===== src/rtl/round_robin_arbiter_8.sv =====
// Eight-way round-robin arbiter with registered one-hot grant, release on done or withdrawal,
// and a hold limit that revokes a grant after MAX_HOLD cycles.
module round_robin_arbiter_8 #(
    parameter int unsigned MAX_HOLD = 16
) (
    input  logic       clk,
    input  logic       rst_n,
    input  logic [7:0] req,
    input  logic       done,
    output logic [7:0] gnt,
    output logic [2:0] gnt_id,
    output logic       gnt_valid,
    output logic       timeout
);

    typedef enum logic {
        IDLE  = 1'b0,
        GRANT = 1'b1
    } state_e;

    localparam logic [7:0] HOLD_LIMIT = 8'(MAX_HOLD - 1);

    state_e     state_q,     state_d;
    logic [7:0] gnt_q,       gnt_d;
    logic [2:0] gnt_id_q,    gnt_id_d;
    logic       gnt_valid_q, gnt_valid_d;
    logic       timeout_q,   timeout_d;
    logic [7:0] hold_q,      hold_d;
    logic [2:0] last_id_q,   last_id_d;

    logic       pick_found;
    logic [2:0] pick_id;

    // Returns {found, index} of the first set request searching upward from last+1 with wrap.
    function automatic logic [3:0] rr_pick(input logic [7:0] r, input logic [2:0] last);
        logic [3:0] res;
        logic [2:0] idx;
        res = 4'b0000;
        // Walk the search order backwards so the earliest candidate overwrites the rest.
        for (int i = 7; i >= 0; i--) begin
            idx = last + 3'(i) + 3'd1;
            if (r[idx]) begin
                res = {1'b1, idx};
            end
        end
        return res;
    endfunction

    assign {pick_found, pick_id} = rr_pick(req, last_id_q);

    // NOTE: every variable gets a default first so no path through the case infers a latch.
    always_comb begin
        state_d     = state_q;
        gnt_d       = gnt_q;
        gnt_id_d    = gnt_id_q;
        gnt_valid_d = gnt_valid_q;
        timeout_d   = 1'b0;
        hold_d      = hold_q;
        last_id_d   = last_id_q;

        unique case (state_q)
            IDLE: begin
                if (pick_found) begin
                    state_d     = GRANT;
                    gnt_d       = 8'b0000_0001 << pick_id;
                    gnt_id_d    = pick_id;
                    gnt_valid_d = 1'b1;
                    hold_d      = 8'd0;
                    last_id_d   = pick_id;
                end
            end
            GRANT: begin
                if (done || !req[gnt_id_q]) begin
                    state_d     = IDLE;
                    gnt_d       = 8'h00;
                    gnt_valid_d = 1'b0;
                    hold_d      = 8'd0;
                end else if (hold_q == HOLD_LIMIT) begin
                    state_d     = IDLE;
                    gnt_d       = 8'h00;
                    gnt_valid_d = 1'b0;
                    hold_d      = 8'd0;
                    timeout_d   = 1'b1;
                end else begin
                    hold_d = hold_q + 8'd1;
                end
            end
            default: begin
                state_d     = IDLE;
                gnt_d       = 8'h00;
                gnt_valid_d = 1'b0;
            end
        endcase
    end

    // NOTE: state registers use non-blocking assignments so all flops update from pre-edge values.
    always_ff @(posedge clk or negedge rst_n) begin
        if (!rst_n) begin
            state_q     <= IDLE;
            gnt_q       <= 8'h00;
            gnt_id_q    <= 3'd0;
            gnt_valid_q <= 1'b0;
            timeout_q   <= 1'b0;
            hold_q      <= 8'd0;
            last_id_q   <= 3'd7;
        end else begin
            state_q     <= state_d;
            gnt_q       <= gnt_d;
            gnt_id_q    <= gnt_id_d;
            gnt_valid_q <= gnt_valid_d;
            timeout_q   <= timeout_d;
            hold_q      <= hold_d;
            last_id_q   <= last_id_d;
        end
    end

    assign gnt       = gnt_q;
    assign gnt_id    = gnt_id_q;
    assign gnt_valid = gnt_valid_q;
    assign timeout   = timeout_q;

endmodule


===== config.mk =====
export PLATFORM = sky130hd
export DESIGN_NAME = round_robin_arbiter_8
export DESIGN_NICKNAME = d
export VERILOG_FILES = /design/src/rtl/round_robin_arbiter_8.sv
export SDC_FILE = /design/constraint.sdc
export NUM_CORES = 1
export LEC_CHECK = 0
export CELL_PAD_IN_SITES_DETAIL_PLACEMENT = 1
export CELL_PAD_IN_SITES_GLOBAL_PLACEMENT = 1
export CORE_MARGIN = 2
export CORE_UTILIZATION = 41
export CTS_CLUSTER_DIAMETER = 200
export CTS_CLUSTER_SIZE = 10
export DETAILED_ROUTE_END_ITERATION = 10
export PLACE_DENSITY_LB_ADDON = 0.1
export REMOVE_ABC_BUFFERS = 1
export SETUP_SLACK_MARGIN = 0.1
export SYNTH_ARGS = -nofsm -noshare
export SYNTH_HDL_FRONTEND = slang
export SYNTH_SLANG_ARGS = --single-unit

===== constraint.sdc =====
create_clock -name clk -period 3.89 [get_ports clk]
set_clock_uncertainty 0.15 [all_clocks]
set_input_delay 0.778 -clock clk [delete_from_list [all_inputs] [get_ports clk]]
set_output_delay 0.778 -clock clk [all_outputs]
set_load 0.01 [all_outputs]

==> metrics.md <==
| Metric | Value |
|---|---|
| Die area | roughly 0.0063 mm2 |
| Nets | 274 |
| DIE WIDTH | 79.3 um |
| Max_slew headroom | 0.280 |
| Cts hold-fix bufs | 0 |
| Site row count | 27 |
| Layout area overhead | 19.0% |
| Fin crit period | 3.59 ns |
| Worst-margin pin slew | 1.08 ns |
| GP Congestion | 0.903 |
| Worst EP arrival | 3.62 ns |
| Most common cell in the netlist | dfrtp_1 |
| DR vias/cell | 6.11 |
| Total Routing Usage GR | 0.218 |
| CORE AREA | around 0.0055 mm2 |
| Cell count of the worst hold path | 2 |
| Synth cell count leaders | dfrtp_1 (22), nand2_1 (21), o21ai_0 (20) |
| Fraction of layout cells with a size suffix above 1 | 0.244 |
| CTS root buf | clkbuf_8 |
| Vias | 2016 |
| Fillers | 616 |
| Cell area after synthesis | 0.00233 mm2 |
| YS warnings | 0 |
| Num CTS Buffers | 3 |
| WS Path Type | register to register |
| Crit. End Element | register |
| Type of the tightest min-delay check | register to register |
| CTS tree | built |
| Synth Area in Compound Gates | 0.198 |
| N_diodes | 0 |
| Initial antenna violation count | 0 |
| Critical path, cell by cell | inv_1, ha_1, mux2i_1, o21ai_0, o41a_1, a311oi_1, o21ai_0, buf_4, o31ai_1 |
| # H-tree levels | 1 |
| Register area share after synthesis | 0.270 |
| Drt total wl | 6170 um |
| Pin count of the biggest net entering global routing | 25 |
| Max VDD drop | between 0.3 and 0.4 mV |
| HPWL after DPL | 4690 um |
| Die Height | 79.3 um |
| Crit path top cell by count | o21ai_0 |
| Pre-antenna DRT Iters | 4 |
| Drt wl/cell | roughly 19 um |
| Max frequency | 279 MHz |
| Max Slew Vio Count | 0 |
| DR DRC count | 0 |
| Pwr dens | 968 mW/mm2 |
| Slowest cell on crit path | ha_1 |
| Largest area contributor in the netlist | dfrtp_1 |
| First-pass GRT wire length | 10800 um |
| I/O pin count | 24 |
| Yosys cell types | 54 |
| Yosys top cell area share | 0.237 |
| Dpl cell area | 0.00272 mm2 |
| RSZ-0062 raised after global routing | no |
| Worst-path clk slew | 0.09 ns |
| Worst R2R Path Depth | 9 |
| Final core utilization | 0.503 |
| Async SR Flop Fraction | 1.00 |
| Worst path depth | 9 |
| Final number of setup-violating endpoints | 0 |
| Crit-path max FO | 13 |
| First DRT Iteration DRCs | 73 |
| Synth Area in Adders | 0.0215 |
| Pwr Total | 2.68 mW |
| Synth Area in XOR/XNOR | 0.0215 |
| Worst EP required | 3.92 ns |
| Cell count after synthesis | 231 |
| FF+latch count, synth | 25 |
| Final Hold Fails | 0 |
| Main synth FF type | dfrtp_1 |
| Total congestion overflow | 0 |
| Multi-input gate area | roughly 0.0016 mm2 |
| FF/Latch Area | 629 um2 |
| Post-CTS Setup Inserts | 0 |
| CTS max path bufs | 2 |
| Biggest cell delay along the critical path | 0.60 ns |
| CTS sink cnt | 25 |
| CP top delay family | compound AO/OA/AOI/OAI gates |
| Worst hold slack | 0.329 ns |
| PortBufs | 23 |
| PostCTS Resize Cnt | 0 |
| CP bufs+invs | 2 |
| EDFF count, synth | 0 |
| Max-Cap Viols | 0 |
| Simple-gate portion of the synthesized area | 0.152 |
| Cell leakage power | roughly 1.1 nW |
| Fin Setup TNS | 0 ns |
| Post-route cell area | 0.00277 mm2 |
| CP startpoint kind | register |
| Starting Density | 0.423 |
| Vias in the first global route | 2075 |
| Largest family of logic cells by synthesized area | multiplexers |
| Final Cycle Share | 0.923 |
| Top area cells in the synthesized netlist | dfrtp_1 (24%), mux4_2 (17%), mux2i_1 (6.9%), mux2_2 (4.8%), o21ai_0 (4.3%) |
| Worst-Skew Late Latency | 0.27 ns |
| Outcome | complete, no violations |
| Post-route ant nets | 0 |
| Mux contribution to synthesized area | 0.291 |
| Syn Area/Cell | 10.1 um2 |
==> power by group <==
group          internal, mW  total, mW  switching (mW)
sequential            0.341      0.435          0.0946
combinational         0.974       2.09            1.12
clock                0.0725      0.157          0.0843
total                  1.39       2.68            1.29
==> per-stage QoR <==
| stage | setup slack, ns | cells |
|---|---|---|
| 3_3_place_gp | 0.0531 | 326 |
| 2_1_floorplan | -0.164 | 211 |
| 3_5_place_dp | -0.0654 | 326 |
| 4_1_cts | 0.232 | 330 |
| 5_1_grt | 0.145 | 330 |
| 6_report | 0.301 | 330 |
==> layer usage <==
layer	vias to the layer above	global-route usage	share of wire
met4	0	0.0293	0.010
met3	6	0.0284	0.037
met1	1017	0.329	0.49
li1	951	-	-
met5	-	0	0
met2	42	0.342	0.46
==> tightest hold or removal path: stages, from the launching register on <==
cell     delay, ns
dfrtp_1       0.35
nand2_1       0.05
o31ai_1       0.05
==> state kept, by name, summed over array words and instances, names as in the netlist <==
| signal | count |
|---|---|
| gnt_id | 3 |
| timeout | 1 |
| gnt_valid | 1 |
| gnt | 8 |
| state_q | 1 |
| last_id_q | 3 |
| hold_q | 8 |
==> final timing paths <==
path                               from           end  slack, ns
max reg2reg                last_id_q[1]        gnt[1]       0.30
max in group asynchronous         rst_n  last_id_q[1]       1.94
min in group asynchronous         rst_n        gnt[0]       0.93
max                        last_id_q[1]        gnt[1]       0.30
min reg2reg                      gnt[3]        gnt[3]       0.33
min                              gnt[3]        gnt[3]       0.33
==> final cells by class <==
cell class,count,share of cell area
Tap cell,72,0.0325
Sequential cell,25,0.227
Timing Repair Buffer,43,0.137
Inverter,6,0.00813
Clock inverter,1,0.00271
Multi-Input combinational cell,180,0.577
Clock buffer,3,0.0149
==> cells by family after synthesis <==
group	count (synthesis)
and+or+nand+nor	67
AOI/OAI and AO/OA	61
muxes	44
buffers and inverters	26
DFF	25
xor gates and xnor gates	4
adders and majority gates	4
==> cells in the final DEF (no fill, tap or decap), drive strengths merged, types with 10 or more instances in the layout <==
cell           netlist  routed
nor2                10      10
mux4                18      18
nand2               21      21
mux2                10      10
mux2i               16      16
dfrtp               22      22
o21ai               20      20
buf                  6      20
clkdlybuf4s50        0      23
(Power assumes the default switching activity.)
